$ cat config.mk
export PLATFORM = sky130hd
export DESIGN_NAME = rgb_level_scheduler
export DESIGN_NICKNAME = d
export VERILOG_FILES = /design/src/rtl/rgb_level_scheduler.sv
export SDC_FILE = /design/constraint.sdc
export NUM_CORES = 1
export LEC_CHECK = 0
export BUFFER_PORTS_ARGS = -buffer_cell sky130_fd_sc_hd__buf_2
export CAP_MARGIN = 20
export CORE_UTILIZATION = 27
export DETAILED_ROUTE_END_ITERATION = 6
export GPL_ROUTABILITY_DRIVEN = 0
export GPL_TIMING_DRIVEN = 0
export PLACE_DENSITY_LB_ADDON = 0.3
export SYNTH_ARGS = -nofsm -noshare
export SYNTH_HDL_FRONTEND = slang
export SYNTH_SLANG_ARGS = --single-unit
$ cat constraint.sdc
create_clock -name clk -period 6.3 [get_ports clk]
set_input_delay 0.63 -clock clk [delete_from_list [all_inputs] [get_ports clk]]
set_output_delay 0.63 -clock clk [all_outputs]
set_load 0.005 [all_outputs]
$ cat src/rtl/rgb_level_scheduler.sv
// -----------------------------------------------------------------------------
// rgb_level_scheduler
//
// Owns the three PWM duty-level registers of the RGB mixer. Manual mode takes
// per-channel increment/decrement pulses from the encoder decoders, parks each
// in a one-deep pending slot, and a round-robin arbiter feeds one slot per
// cycle into a single shared saturating adder. Auto mode replaces encoder
// control with a fade sequencer that ramps each channel up to MAX and back
// down to 0, then moves on to the next channel.
//
// Ports:
//   clk        system clock, all state on the rising edge
//   rst_n      asynchronous active-low reset
//   inc[2:0]   one-cycle increment pulse per channel
//   dec[2:0]   one-cycle decrement pulse per channel
//   auto_mode  1 = auto-fade, 0 = manual encoder control
//   step_tick  fade-rate strobe, only used in auto mode
//   level0..2  channel duty levels
//   grant[2:0] registered one-hot of the channel updated this cycle, 0 if none
//   busy       registered OR of all pending manual slots
//   drop       one-cycle pulse when a manual request was discarded
// -----------------------------------------------------------------------------
module rgb_level_scheduler #(
    parameter int WIDTH     = 8,
    parameter int STEP      = 1,
    parameter int FADE_STEP = 4
) (
    input  logic             clk,
    input  logic             rst_n,
    input  logic [2:0]       inc,
    input  logic [2:0]       dec,
    input  logic             auto_mode,
    input  logic             step_tick,
    output logic [WIDTH-1:0] level0,
    output logic [WIDTH-1:0] level1,
    output logic [WIDTH-1:0] level2,
    output logic [2:0]       grant,
    output logic             busy,
    output logic             drop
);

    // FSM encoding kept as plain constants for compatibility with older tools
    localparam logic [1:0] ST_MANUAL    = 2'd0;
    localparam logic [1:0] ST_RAMP_UP   = 2'd1;
    localparam logic [1:0] ST_RAMP_DOWN = 2'd2;

    // Pending slot contents
    localparam logic [1:0] DIR_NONE = 2'd0;
    localparam logic [1:0] DIR_UP   = 2'd1;
    localparam logic [1:0] DIR_DOWN = 2'd2;

    // Adder operates one bit wider than the levels so overflow/borrow is visible
    localparam logic [WIDTH:0] MAX_EXT       = {1'b0, {WIDTH{1'b1}}};
    localparam logic [WIDTH:0] STEP_EXT      = (WIDTH+1)'(STEP);
    localparam logic [WIDTH:0] FADE_STEP_EXT = (WIDTH+1)'(FADE_STEP);

    // -------------------------------------------------------------------------
    // State
    // -------------------------------------------------------------------------
    logic [WIDTH-1:0] level_q [3];
    logic [1:0]       pend_q  [3];
    logic [1:0]       ptr_q;
    logic [1:0]       state_q;
    logic [1:0]       fade_ch_q;
    logic [2:0]       grant_q;
    logic             busy_q;
    logic             drop_q;

    // -------------------------------------------------------------------------
    // Next-state signals
    // -------------------------------------------------------------------------
    logic [1:0]       pend_n  [3];
    logic [1:0]       ptr_n;
    logic [1:0]       state_n;
    logic [1:0]       fade_ch_n;
    logic [2:0]       grant_n;
    logic             busy_n;
    logic             drop_n;

    // Arbiter result
    logic             arb_hit;
    logic [1:0]       arb_ch;
    int unsigned      arb_idx;

    // Shared adder control and datapath
    logic             upd_en;
    logic [1:0]       upd_ch;
    logic             upd_up;
    logic [WIDTH:0]   upd_amt;
    logic [WIDTH:0]   upd_opnd;
    logic [WIDTH:0]   upd_sum;
    logic [WIDTH:0]   upd_diff;
    logic [WIDTH-1:0] upd_res;

    // Manual capture helpers
    logic             manual_active;
    logic             req_up;
    logic             req_dn;
    logic             slot_granted;
    logic             slot_blocked;

    // -------------------------------------------------------------------------
    // Round-robin arbiter: first non-empty slot searching upward from ptr_q
    // -------------------------------------------------------------------------
    always_comb begin
        arb_hit = 1'b0;
        arb_ch  = 2'd0;
        arb_idx = 0;
        for (int unsigned k = 0; k < 3; k++) begin
            arb_idx = (32'(ptr_q) + k) % 3;
            if (!arb_hit && pend_q[arb_idx] != DIR_NONE) begin
                arb_hit = 1'b1;
                arb_ch  = arb_idx[1:0];
            end
        end
    end

    // Manual requests are only honoured in MANUAL while auto_mode stays low;
    // the edge that enters auto mode already ignores inc/dec and grants.
    assign manual_active = (state_q == ST_MANUAL) && !auto_mode;

    // -------------------------------------------------------------------------
    // Update source select: arbiter in manual mode, fade sequencer in auto
    // -------------------------------------------------------------------------
    always_comb begin
        upd_en  = 1'b0;
        upd_ch  = 2'd0;
        upd_up  = 1'b0;
        upd_amt = STEP_EXT;
        case (state_q)
            ST_MANUAL: begin
                if (manual_active && arb_hit) begin
                    upd_en = 1'b1;
                    upd_ch = arb_ch;
                    upd_up = (pend_q[arb_ch] == DIR_UP);
                end
            end
            ST_RAMP_UP: begin
                if (auto_mode && step_tick) begin
                    upd_en  = 1'b1;
                    upd_ch  = fade_ch_q;
                    upd_up  = 1'b1;
                    upd_amt = FADE_STEP_EXT;
                end
            end
            ST_RAMP_DOWN: begin
                if (auto_mode && step_tick) begin
                    upd_en  = 1'b1;
                    upd_ch  = fade_ch_q;
                    upd_up  = 1'b0;
                    upd_amt = FADE_STEP_EXT;
                end
            end
            default: ;
        endcase
    end

    // -------------------------------------------------------------------------
    // Shared saturating adder
    // -------------------------------------------------------------------------
    always_comb begin
        case (upd_ch)
            2'd1:    upd_opnd = {1'b0, level_q[1]};
            2'd2:    upd_opnd = {1'b0, level_q[2]};
            default: upd_opnd = {1'b0, level_q[0]};
        endcase
        upd_sum  = upd_opnd + upd_amt;
        upd_diff = upd_opnd - upd_amt;
        if (upd_up) begin
            upd_res = (upd_sum > MAX_EXT) ? MAX_EXT[WIDTH-1:0] : upd_sum[WIDTH-1:0];
        end else begin
            // Top bit set means the subtraction borrowed
            upd_res = upd_diff[WIDTH] ? '0 : upd_diff[WIDTH-1:0];
        end
    end

    // -------------------------------------------------------------------------
    // Pending slot capture, drop detection, pointer update
    // -------------------------------------------------------------------------
    always_comb begin
        drop_n       = 1'b0;
        req_up       = 1'b0;
        req_dn       = 1'b0;
        slot_granted = 1'b0;
        slot_blocked = 1'b0;
        for (int unsigned i = 0; i < 3; i++) begin
            pend_n[i] = DIR_NONE;
        end
        for (int unsigned i = 0; i < 3; i++) begin
            if (manual_active) begin
                req_up       = inc[i] && !dec[i];
                req_dn       = dec[i] && !inc[i];
                slot_granted = upd_en && (upd_ch == 2'(i));
                // A slot freed by this edge's grant can take a new request
                slot_blocked = (pend_q[i] != DIR_NONE) && !slot_granted;
                pend_n[i]    = slot_granted ? DIR_NONE : pend_q[i];
                if (req_up || req_dn) begin
                    if (slot_blocked) begin
                        drop_n = 1'b1;
                    end else begin
                        pend_n[i] = req_up ? DIR_UP : DIR_DOWN;
                    end
                end
            end
        end

        ptr_n = ptr_q;
        if (state_q == ST_MANUAL && upd_en) begin
            ptr_n = (upd_ch == 2'd2) ? 2'd0 : upd_ch + 2'd1;
        end

        busy_n = (pend_n[0] != DIR_NONE) || (pend_n[1] != DIR_NONE) ||
                 (pend_n[2] != DIR_NONE);
    end

    // -------------------------------------------------------------------------
    // Fade FSM
    // -------------------------------------------------------------------------
    always_comb begin
        state_n   = state_q;
        fade_ch_n = fade_ch_q;
        case (state_q)
            ST_MANUAL: begin
                if (auto_mode) begin
                    state_n   = ST_RAMP_UP;
                    fade_ch_n = 2'd0;
                end
            end
            ST_RAMP_UP: begin
                if (!auto_mode) begin
                    state_n = ST_MANUAL;
                end else if (step_tick && upd_res == MAX_EXT[WIDTH-1:0]) begin
                    state_n = ST_RAMP_DOWN;
                end
            end
            ST_RAMP_DOWN: begin
                if (!auto_mode) begin
                    state_n = ST_MANUAL;
                end else if (step_tick && upd_res == '0) begin
                    state_n   = ST_RAMP_UP;
                    fade_ch_n = (fade_ch_q == 2'd2) ? 2'd0 : fade_ch_q + 2'd1;
                end
            end
            default: state_n = ST_MANUAL;
        endcase
    end

    always_comb begin
        grant_n = '0;
        if (upd_en) begin
            grant_n[upd_ch] = 1'b1;
        end
    end

    // -------------------------------------------------------------------------
    // Registers
    // -------------------------------------------------------------------------
    always_ff @(posedge clk or negedge rst_n) begin
        if (!rst_n) begin
            for (int unsigned i = 0; i < 3; i++) begin
                level_q[i] <= '0;
                pend_q[i]  <= DIR_NONE;
            end
            ptr_q     <= '0;
            state_q   <= ST_MANUAL;
            fade_ch_q <= '0;
            grant_q   <= '0;
            busy_q    <= 1'b0;
            drop_q    <= 1'b0;
        end else begin
            for (int unsigned i = 0; i < 3; i++) begin
                if (upd_en && upd_ch == 2'(i)) begin
                    level_q[i] <= upd_res;
                end
                pend_q[i] <= pend_n[i];
            end
            ptr_q     <= ptr_n;
            state_q   <= state_n;
            fade_ch_q <= fade_ch_n;
            grant_q   <= grant_n;
            busy_q    <= busy_n;
            drop_q    <= drop_n;
        end
    end

    assign level0 = level_q[0];
    assign level1 = level_q[1];
    assign level2 = level_q[2];
    assign grant  = grant_q;
    assign busy   = busy_q;
    assign drop   = drop_q;

endmodule

==> results of run 1 <==
[layout make-up]
class / instances / area [µm²]
Inverter: 18 / 67.56
Sequential cell: 41 / 1026
Clock inverter: 2 / 15.01
Fill cell: 1137 / 7262
Tap cell: 140 / 175.2
Buffer: 12 / 55.05
Clock buffer: 6 / 72.57
Timing Repair Buffer: 43 / 240.2
Multi-Input combinational cell: 282 / 1974
[synthesized netlist by cell type (4+ instances only)]
| cell type | instances |
|---|---|
| nand2_1 | 55 |
| dfrtp_1 | 41 |
| o21ai_0 | 34 |
| nor2_1 | 26 |
| ha_1 | 22 |
| inv_1 | 18 |
| a21oi_1 | 16 |
| nand2b_1 | 8 |
| nor3_1 | 8 |
| a22oi_1 | 7 |
| and2_1 | 6 |
| clkbuf_1 | 6 |
| nor2b_1 | 6 |
| buf_2 | 5 |
| mux2i_1 | 5 |
| nand3b_1 | 5 |
| nor4_1 | 4 |
[metal layers]
metal	vias to the layer above	routed length (µm)	GRT usage
met4	0	124	0.04892
met5	-	0	0
li1	1379	-	-
met2	45	3957	0.2463
met1	1379	3972	0.2009
met3	11	317	0.02300
[timing repair]
action / 4_1_cts / 5_1_grt
setup buffers: 0 / 4
resized for setup: 3 / 20
pin swaps: 0 / 3
endpoints found under the setup margin: 3 / 4
cloned: 0 / 0
[registers in the layout (all words and copies together) (netlist names)]
| register | flops |
|---|---|
| level0 | 8 |
| level1 | 8 |
| level2 | 8 |
| pend_q | 6 |
| grant | 3 |
| fade_ch_q | 2 |
| ptr_q | 2 |
| state_q | 2 |
| busy | 1 |
| drop | 1 |
[power by group]
group | internal, W | switching (W) | total [W] | leakage, nW
logic | 0.000434 | 0.000681 | 0.00111 | 1.10
clock network | 0.0000783 | 0.000103 | 0.000181 | 0.0374
registers | 0.000343 | 0.0000703 | 0.000414 | 0.545
total | 0.000855 | 0.000854 | 0.00171 | 1.68
[logic make-up after synthesis]
| family | Yosys count | synth area share |
|---|---|---|
| and+or+nand+nor | 148 | 0.2573 |
| AOI/OAI and AO/OA | 99 | 0.2258 |
| DFF | 41 | 0.3397 |
| buffers and inverters | 30 | 0.04059 |
| adders and majority gates | 22 | 0.09113 |
| muxes | 11 | 0.03977 |
| xor gates and xnor gates | 2 | 0.005801 |
[metrics by stage]
stage                     setup WS [ns]  utilization  cells  power, W
after floorplan                  0.8167            -    353  0.001124
after global placement        -0.004951       0.3110    531  0.001403
after detailed placement       -0.01550       0.3110    531  0.001420
after CTS                      0.004952       0.3206    539  0.001619
after global routing           -0.08426       0.3330    544  0.001867
final                            0.3362       0.3330    544  0.001709
[critical path, delay by kind of cell, from the launching register on]
kind / cells / cell delay [ns]
and+or+nand+nor: 10 / 2.04
AOI/OAI and AO/OA: 7 / 1.29
adders and majority gates: 4 / 0.94
buffers and inverters: 5 / 0.67
muxes: 2 / 0.50
DFF: 1 / 0.41
[worst paths after layout]
check | end | slack [ns] | depth (start not counted)
setup reg to reg | fade_ch_q[1]$_DFFE_PN0P_ | 0.34 | 28
max in group asynchronous | level0[1]$_DFFE_PN0P_ | 5.63 | 2
hold / removal | level1[5]$_DFFE_PN0P_ | 0.21 | 1
setup / recovery | fade_ch_q[1]$_DFFE_PN0P_ | 0.34 | 28
hold reg to reg | level0[5]$_DFFE_PN0P_ | 0.52 | 2
min in group clk | level0[5]$_DFFE_PN0P_ | 0.52 | 2
==> run_results.csv, run 1 <==
group,metric,value,unit
outcome,outcome,"finished, final reports clean",
synthesis,yosysTopAreaCell,"dfrtp_1",
synthesis,synth_area_per_cell,8.556,µm²
global_route,grt_usage,0.1503,
synthesis,synth_top_area_frac,0.3397,
route,wire_per_inst,15.39,µm
cells_and_area,fin_area,0.003626,mm²
synthesis,syn_nets,385,
clock_network,cts-htree-levels,2,
route,drt_iter0_drc,168,
timing,maxSlewViolCount,0,
synthesis,netlist_top_cells_area,"dfrtp_1 34%, ha_1 9.1%, nand2_1 6.8%",
timing,period_minus_slack,5.964,ns
power_and_ir_drop,leakage,1.682,nW
setup_path,cp.required,6.49,ns
min_path,hp-class,"input port to asynchronous set/reset pin",
synthesis,syn_area,0.003020,mm²
setup_path,startpoint_type,"register",
setup_path,end_kind,"register",
clock_network,clock_sinks,41,
power_and_ir_drop,p_per_area,471.3,mW/mm²
die,start_util,0.2774,
synthesis,synth_edf_count,0,
timing,hold_viol,0,
setup_path,critPathMaxFanout,10,
global_route,grt_overflow,0,
timing,period_share,0.9466,
die,std_cell_rows,38,
synthesis,seq_area_frac_synth,0.3397,
route,viasPerCell,5.173,
placed_design,portBuffers,38,
global_route,antenna_found_initial,0,
clock_network,clock_latency,0.30,ns
timing,finClkSkew,0.009101,ns
timing,relSlewSlack,0.6062,
setup_path,arrival,6.15,ns
cells_and_area,final_common_cell,"nand2_1",
flow_run,max_cap_violations,0,
setup_path,critPathSlowestCell,"dfrtp_1",
synthesis,yosys_warnings,0,
timing,worst_slew_pin_slew,0.5868,ns
cells_and_area,antenna-diode-count,0,
die,die_w,107.8,µm
setup_path,cpPeakStageDelay,0.41,ns
setup_path,cp-startpoint,"ptr_q[0]$_DFFE_PN0P_",
route,dr_total_vias,2814,
placed_design,hpwl,6.268,mm
synthesis,synth_cell_types,68,
clock_network,clock_path_buffers,2,
timing,fmax,0.1677,GHz
global_route,grt_pass1_wl,13.49,mm
route,drc,0,
synthesis,ys_ff_latch,41,
synthesis,synthCells,353,
placed_design,post_dp_cell_area,0.003386,mm²
global_route,grt_pass1_vias,2700,
route,ant_nets,0,
synthesis,synth_ff_type,"dfrtp_1",
setup_path,path_class,"register to register",
cells_and_area,mostFrequentLayoutCells,"55 x nand2_1, 43 x buf_2, 41 x dfrtp_1",
clock_network,cts_root_buf,"clkbuf_8",
timing,fin_setup_tns,0,ns
die,fp.dieH,107.8,µm
die,dieArea,0.01161,mm²
clock_network,clk_pin_slew,0.09,ns
timing,finalHoldWorstSlack,0.2094,ns
setup_path,r2r-start,"ptr_q[0]$_DFFE_PN0P_",
die,core_area,0.01089,mm²
route,dr.pass1.iters,4,
cells_and_area,area_growth,20.05,%
clock_network,cts_buffers,5,
cells_and_area,nets,435,
clock_network,cts_tree,"built",
setup_path,worst_path_most_repeated_cell,"ha_1",
route,wirelength,8.373,mm
cells_and_area,drive_gt1_frac,0.2401,
timing,setup_viol_count_final,0,
die,ios,39,
power_and_ir_drop,ir_drop,0.1650,mV
clock_network,cts_hold_buf,0,
synthesis,async_flop_share,1.000,
global_route,grt_max_degree,42,
No activity file was read; power rests on OpenSTA's default activity.
==> run 2: changes to the inputs <==
--- a/config.mk
+++ b/config.mk
@@ -12,6 +12,7 @@
 export GPL_ROUTABILITY_DRIVEN = 0
 export GPL_TIMING_DRIVEN = 0
 export PLACE_DENSITY_LB_ADDON = 0.3
+export RECOVER_POWER = 50
 export SYNTH_ARGS = -nofsm -noshare
 export SYNTH_HDL_FRONTEND = slang
 export SYNTH_SLANG_ARGS = --single-unit
==> run 2 against run 1 <==
Against the previous run:
- the flow now finishes with violations (max-capacitance violations, max-slew violations)
- fmax is essentially flat
- core utilization shrank 0.20 points
- die area is the same
- clock-buffer cell count is the same
- critical path depth shrank 1
- worst hold slack gained 0.12 ns
- critical path type unchanged
- design area shrank 0.59%
- wire length grew 0.35%
- largest cell class unchanged
- combinational power is essentially flat
- clock power is essentially flat
==> run_results.csv, run 2 (same netlist as run 1, synthesis figures left out) <==
group,metric,value,unit
outcome,outcome,"finished with violations",
outcome,violations,"max-capacitance violations, max-slew violations",
setup_path,cp-startpoint,"ptr_q[0]$_DFFE_PN0P_",
timing,worst_slew_pin_slew,1.621,ns
flow_run,max_cap_violations,1,
route,dr_total_vias,2818,
clock_network,clk_pin_slew,0.09,ns
timing,maxSlewViolCount,31,
clock_network,cts_tree,"built",
clock_network,cts-htree-levels,2,
route,viasPerCell,5.180,
placed_design,post_dp_cell_area,0.003386,mm²
setup_path,r2r-start,"ptr_q[0]$_DFFE_PN0P_",
global_route,antenna_found_initial,0,
cells_and_area,nets,435,
setup_path,cpPeakStageDelay,0.41,ns
power_and_ir_drop,switching_share,0.5015,
clock_network,cts_buffers,5,
cells_and_area,drive_gt1_frac,0.2277,
global_route,grt_max_degree,42,
die,ios,39,
route,wirelength,8.402,mm
clock_network,cts_root_buf,"clkbuf_8",
die,core_area,0.01089,mm²
setup_path,end_kind,"register",
route,ant_nets,0,
global_route,grt_usage,0.1503,
cells_and_area,final_cells,544,
die,start_util,0.2774,
timing,finalHoldWorstSlack,0.3262,ns
setup_path,critPathSlowestCell,"dfrtp_1",
cells_and_area,mostFrequentLayoutCells,"55 x nand2_1, 41 x dfrtp_1, 39 x buf_2",
setup_path,arrival,6.16,ns
die,die_w,107.8,µm
timing,period_minus_slack,5.966,ns
power_and_ir_drop,p_int,0.0008523,W
power_and_ir_drop,combPwrFrac,0.651,
min_path,hp-class,"input port to asynchronous set/reset pin",
timing,hold_viol,0,
global_route,grt_overflow,0,
placed_design,place_inst,531,
clock_network,clock_latency,0.31,ns
cells_and_area,fin_area,0.003605,mm²
placed_design,portBuffers,38,
power_and_ir_drop,p_seq_frac,0.242,
power_and_ir_drop,net-switching-power,0.0008573,W
die,dieArea,0.01161,mm²
die,fp.dieH,107.8,µm
setup_path,critPathMaxFanout,10,
cells_and_area,final_common_cell,"nand2_1",
power_and_ir_drop,pwr-share-clk,0.107,
timing,finClkSkew,0.009407,ns
route,dr.pass1.iters,4,
setup_path,cp.required,6.50,ns
global_route,grt_pass1_wl,13.49,mm
setup_path,path_class,"register to register",
power_and_ir_drop,totalPowerFinal,0.001710,W
clock_network,clock_path_buffers,2,
setup_path,worst_path_most_repeated_cell,"ha_1",
global_route,grt_pass1_vias,2700,
route,drt_iter0_drc,157,
cells_and_area,antenna-diode-count,0,
setup_path,critical-path-top-delay-family,"simple AND/OR/NAND/NOR gates",
die,std_cell_rows,38,
power_and_ir_drop,p_per_area,474.3,mW/mm²
route,wire_per_inst,15.44,µm
power_and_ir_drop,leakage,1.660,nW
clock_network,cts_hold_buf,0,
timing,relSlewSlack,-0.08076,
cells_and_area,area_growth,19.35,%
clock_network,clock_sinks,41,
setup_path,rrSetupSlack,0.33,ns
timing,fmax,0.1676,GHz
timing,period_share,0.9469,
placed_design,hpwl,6.268,mm
setup_path,crit_buf_inv,5,
setup_path,startpoint_type,"register",
power_and_ir_drop,ir_drop,0.1676,mV
timing,setup_viol_count_final,0,
cells_and_area,nFillCells,1142,
route,drc,0,
-- run 2: changes by cell type in the layout (fill, tap and decap cells not counted) --
cell | previous run | this run
buf_12 | 1 | 0
buf_2 | 43 | 39
clkbuf_1 | 7 | 12
-- run 2: per-stage QoR --
step                      utilization  setup WS (ns)  setup TNS, ns
after floorplan                     -         0.8167              0
after global placement         0.3110      -0.004951      -0.004951
after global routing           0.3311       -0.08426        -0.1800
after detailed placement       0.3110       -0.01550       -0.01550
final                          0.3311         0.3342              0
after CTS                      0.3206       0.004952              0
-- run 2: path summary, 6_finish.rpt --
check / to / cells past startpoint
worst max-delay path: fade_ch_q[1]$_DFFE_PN0P_ / 27
worst min-delay path: level1[5]$_DFFE_PN0P_ / 1
worst max register to register: fade_ch_q[1]$_DFFE_PN0P_ / 27
worst min register to register: level1[6]$_DFFE_PN0P_ / 2
max in group asynchronous: level0[1]$_DFFE_PN0P_ / 2
min in group clk: level1[6]$_DFFE_PN0P_ / 2
-- run 2: worst reg2reg max path, delay by kind of cell, from the launching register on --
kind / cells / cell delay (ns)
simple gates: 9 / 1.79
buf+inv: 5 / 0.67
fa+ha+maj: 4 / 0.95
compound gates: 8 / 1.70
flops: 1 / 0.41
mux: 1 / 0.34
-- run 2: timing repair --
action / in CTS / in global routing
setup endpoints to repair: 3 / 4
pin swaps: 0 / 3
setup buffers: 0 / 4
gates resized for setup: 3 / 20
-- run 2: layout make-up --
| type | count | area [µm²] | area share |
|---|---|---|---|
| Multi-Input combinational cell | 282 | 1974 | 0.5477 |
| Buffer | 12 | 55.05 | 0.01527 |
| Clock inverter | 2 | 15.01 | 0.004165 |
| Sequential cell | 41 | 1026 | 0.2846 |
| Tap cell | 140 | 175.2 | 0.04859 |
| Inverter | 18 | 67.56 | 0.01874 |
| Clock buffer | 6 | 72.57 | 0.02013 |
| Timing Repair Buffer | 43 | 219.0 | 0.06074 |
-- run 2: metal layers --
layer	share of wire	vias to the layer above	track usage
met5	0	-	0
met4	0.015	0	0.04892
met3	0.030	11	0.02300
met2	0.47	46	0.2463
met1	0.49	1378	0.2009
li1	-	1383	-
-- run 2: power by group through the flow --
stage	sequential, W	clock [W]	combinational, W
after floorplan	0.000410	0	0.000714
after global routing	0.000425	0.000199	0.00124
final	0.000413	0.000183	0.00111
after CTS	0.000414	0.000190	0.00102
after detailed placement	0.000419	0	0.00100
after global placement	0.000416	0	0.000987
==> run 3: changes to the inputs <==
--- a/config.mk
+++ b/config.mk
@@ -5,6 +5,7 @@
 export SDC_FILE = /design/constraint.sdc
 export NUM_CORES = 1
 export LEC_CHECK = 0
+export ABC_AREA = 1
 export BUFFER_PORTS_ARGS = -buffer_cell sky130_fd_sc_hd__buf_2
 export CAP_MARGIN = 20
 export CORE_UTILIZATION = 27
@@ -13,6 +14,7 @@
 export GPL_TIMING_DRIVEN = 0
 export PLACE_DENSITY_LB_ADDON = 0.3
 export RECOVER_POWER = 50
+export SETUP_SLACK_MARGIN = 0.4
 export SYNTH_ARGS = -nofsm -noshare
 export SYNTH_HDL_FRONTEND = slang
 export SYNTH_SLANG_ARGS = --single-unit
==> run 3 against run 2 <==
Against the previous run:
- the run still ends with max-capacitance violations, max-slew violations left
- flip-flop and latch count is the same
- fmax grew 15%
- register-to-register slack gained 0.77 ns
- sequential share of layout area shrank 0.56 points
==> run_results.csv, run 3 <==
group,metric,value,unit
placed_design,place_inst,625,
die,std_cell_rows,39,
timing,finClkSkew,0.004870,ns
placed_design,portBuffers,38,
global_route,grt_pass1_vias,2966,
synthesis,seq_area_frac_synth,0.3245,
clock_network,clock_sinks,41,
setup_path,critPathMaxFanout,9,
flow_run,max_cap_violations,1,
timing,worst_slew_pin_slew,2.007,ns
synthesis,synthXorXnorAreaFrac,0.01108,
timing,fmax,0.1924,GHz
synthesis,synth-simple-area-share,0.3431,
clock_network,cts_hold_buf,0,
route,drt_iter0_drc,122,
global_route,met1_usage,0.1955,
setup_path,arrival,5.38,ns
setup_path,cpPeakStageDelay,0.42,ns
setup_path,ff2ff_path_depth,33,
setup_path,critPathSlowestCell,"nor2_1",
global_route,met2_usage,0.2750,
global_route,grt_overflow,0,
cells_and_area,final_common_cell,"nand2_1",
setup_path,rrSetupSlack,1.10,ns
cells_and_area,final_cells,634,
setup_path,startpoint_type,"register",
die,die_w,110.2,µm
clock_network,cts_buffers,5,
clock_network,cts_root_buf,"clkbuf_16",
timing,relSlewSlack,-0.3379,
timing,period_minus_slack,5.197,ns
timing,fin_setup_tns,0,ns
clock_network,cts_tree,"built",
timing,hold_viol,0,
synthesis,synthCells,444,
synthesis,async_flop_share,1.000,
setup_path,path_class,"register to register",
route,viasPerCell,4.700,
timing,setup_viol_count_final,0,
clock_network,cts_setup_buffers,0,
global_route,grt_busiest_layer,"met2",
synthesis,synth_most_common_cell,"nand2_1",
synthesis,synthTopCellsByCount,"125 x nand2_1, 57 x inv_1, 41 x dfrtp_1",
setup_path,regToRegEndpoint,"state_q[0]$_DFFE_PN0P_",
synthesis,netlist_top_cells_area,"dfrtp_1 32%, nand2_1 15%, ha_1 8.7%",
route,drc,0,
synthesis,synth_cell_types,32,
synthesis,synth_edf_count,0,
die,start_util,0.2769,
setup_path,cp.required,6.48,ns
synthesis,synth_ff_type,"dfrtp_1",
global_route,use_met3,0.02646,
outcome,violations,"max-capacitance violations, max-slew violations",
global_route,grt_max_degree,42,
clock_network,clock_latency,0.29,ns
cells_and_area,mostFrequentLayoutCells,"125 x nand2_1, 57 x inv_1, 41 x dfrtp_1",
die,core_area,0.01142,mm²
route,ant_nets,0,
outcome,outcome,"finished with violations",
placed_design,hpwl,6.755,mm
cells_and_area,nets,522,
clock_network,clock_path_buffers,2,
setup_path,end_kind,"register",
die,ios,39,
die,dieArea,0.01215,mm²
synthesis,yosys_warnings,0,
timing,rsz0062_at_grt,"false",
setup_path,worst_path_most_repeated_cell,"inv_1",
clock_network,cts-htree-levels,2,
route,wirelength,8.571,mm
setup_path,r2r-start,"state_q[0]$_DFFE_PN0P_",
cells_and_area,nFillCells,1258,
global_route,antenna_found_initial,0,
min_path,hp-class,"input port to asynchronous set/reset pin",
cells_and_area,antenna-diode-count,0,
die,fp.dieH,110.2,µm
global_route,grt_usage,0.1562,
route,wire_per_inst,13.52,µm
synthesis,ys_ff_latch,41,
synthesis,synth-compound-area-share,0.1306,
synthesis,synth_area_per_cell,7.121,µm²
timing,maxSlewViolCount,36,
clock_network,clk_pin_slew,0.06,ns
synthesis,synth_top_area_frac,0.3245,
cells_and_area,area_growth,16.30,%
synthesis,syn_area,0.003162,mm²
route,dr_total_vias,2980,
route,dr.pass1.iters,4,
synthesis,synth_top_family_by_area,"simple AND/OR/NAND/NOR gates",
synthesis,syn_nets,476,
cells_and_area,drive_gt1_frac,0.2179,
synthesis,yosysTopAreaCell,"dfrtp_1",
synthesis,synth-adder-area-share,0.08706,
global_route,grt_pass1_wl,14.39,mm
synthesis,synth.area.mux_share,0,
timing,period_share,0.8250,
clock_network,cts_resized,0,
-- run 3: cell count changes after synthesis, moves of 6 or more --
| cell | before | now |
|---|---|---|
| nand2_2 | 0 | 19 |
| nand3_1 | 3 | 28 |
| inv_1 | 18 | 57 |
| o21ai_1 | 2 | 8 |
| nand4_1 | 2 | 8 |
| nand2_1 | 55 | 125 |
| inv_2 | 0 | 12 |
| a22oi_1 | 7 | 0 |
| nor2b_1 | 6 | 0 |
| and2_1 | 6 | 0 |
| nand2b_1 | 8 | 0 |
| nand3_2 | 0 | 8 |
| o21ai_2 | 1 | 8 |
-- run 3: area by class of cell --
cell class | count | area [µm²] | share of cell area
Inverter | 69 | 259.0 | 0.07043
Tap cell | 143 | 178.9 | 0.04866
Multi-Input combinational cell | 326 | 1808 | 0.4917
Timing Repair Buffer | 39 | 192.7 | 0.05240
Sequential cell | 41 | 1026 | 0.2790
Clock buffer | 6 | 128.9 | 0.03505
Buffer | 8 | 68.82 | 0.01871
Clock inverter | 2 | 15.01 | 0.004083
-- run 3: per-stage QoR --
| step | instance area, µm² | utilization | worst slack [ns] | hold WS [ns] |
|---|---|---|---|---|
| floorplan | 3162 | - | 1.964 | 0.3344 |
| global placement | 3531 | 0.3092 | 1.111 | 0.4986 |
| detailed placement | 3531 | 0.3092 | 1.062 | 0.5070 |
| CTS | 3675 | 0.3218 | 1.108 | 0.5245 |
| global route | 3677 | 0.3220 | 0.4915 | 0.2567 |
| finish | 3677 | 0.3220 | 1.103 | 0.2232 |
-- run 3: worst max path at each step --
stage,from,end,slack [ns],depth (start not counted)
2_1_floorplan,ptr_q[0]$_DFFE_PN0P_,state_q[0]$_DFFE_PN0P_,1.96,35
3_3_place_gp,auto_mode,state_q[0]$_DFFE_PN0P_,1.11,31
3_5_place_dp,auto_mode,state_q[0]$_DFFE_PN0P_,1.06,31
4_1_cts,state_q[0]$_DFFE_PN0P_,state_q[1]$_DFFE_PN0P_,1.11,33
5_1_grt,ptr_q[0]$_DFFE_PN0P_,state_q[0]$_DFFE_PN0P_,0.49,37
6_report,state_q[0]$_DFFE_PN0P_,state_q[0]$_DFFE_PN0P_,1.10,33
-- run 3: kinds of logic after synthesis --
group                      Yosys count
and+or+nand+nor                    228
buffers and inverters               77
AOI/OAI and AO/OA                   72
DFF                                 41
adders and majority gates           22
xor gates and xnor gates             4
-- run 3: worst max-delay path, delay by kind of cell, from the launching register on --
| kind | cells | cell delay [ns] |
|---|---|---|
| and+or+nand+nor | 13 | 1.55 |
| AOI/OAI and AO/OA | 6 | 1.24 |
| buffers and inverters | 11 | 1.12 |
| adders and majority gates | 3 | 0.74 |
| DFF | 1 | 0.41 |
-- run 3: layer usage --
metal / vias up / wire, µm
met2: 67 / 4175
li1: 1512 / -
met5: - / 0
met1: 1391 / 3886
met4: 0 / 106
met3: 10 / 403
Power of run 3 is left out: the tool's default activity adds up to more than one toggle a clock period on the data nets, which glitch-free logic cannot reach.
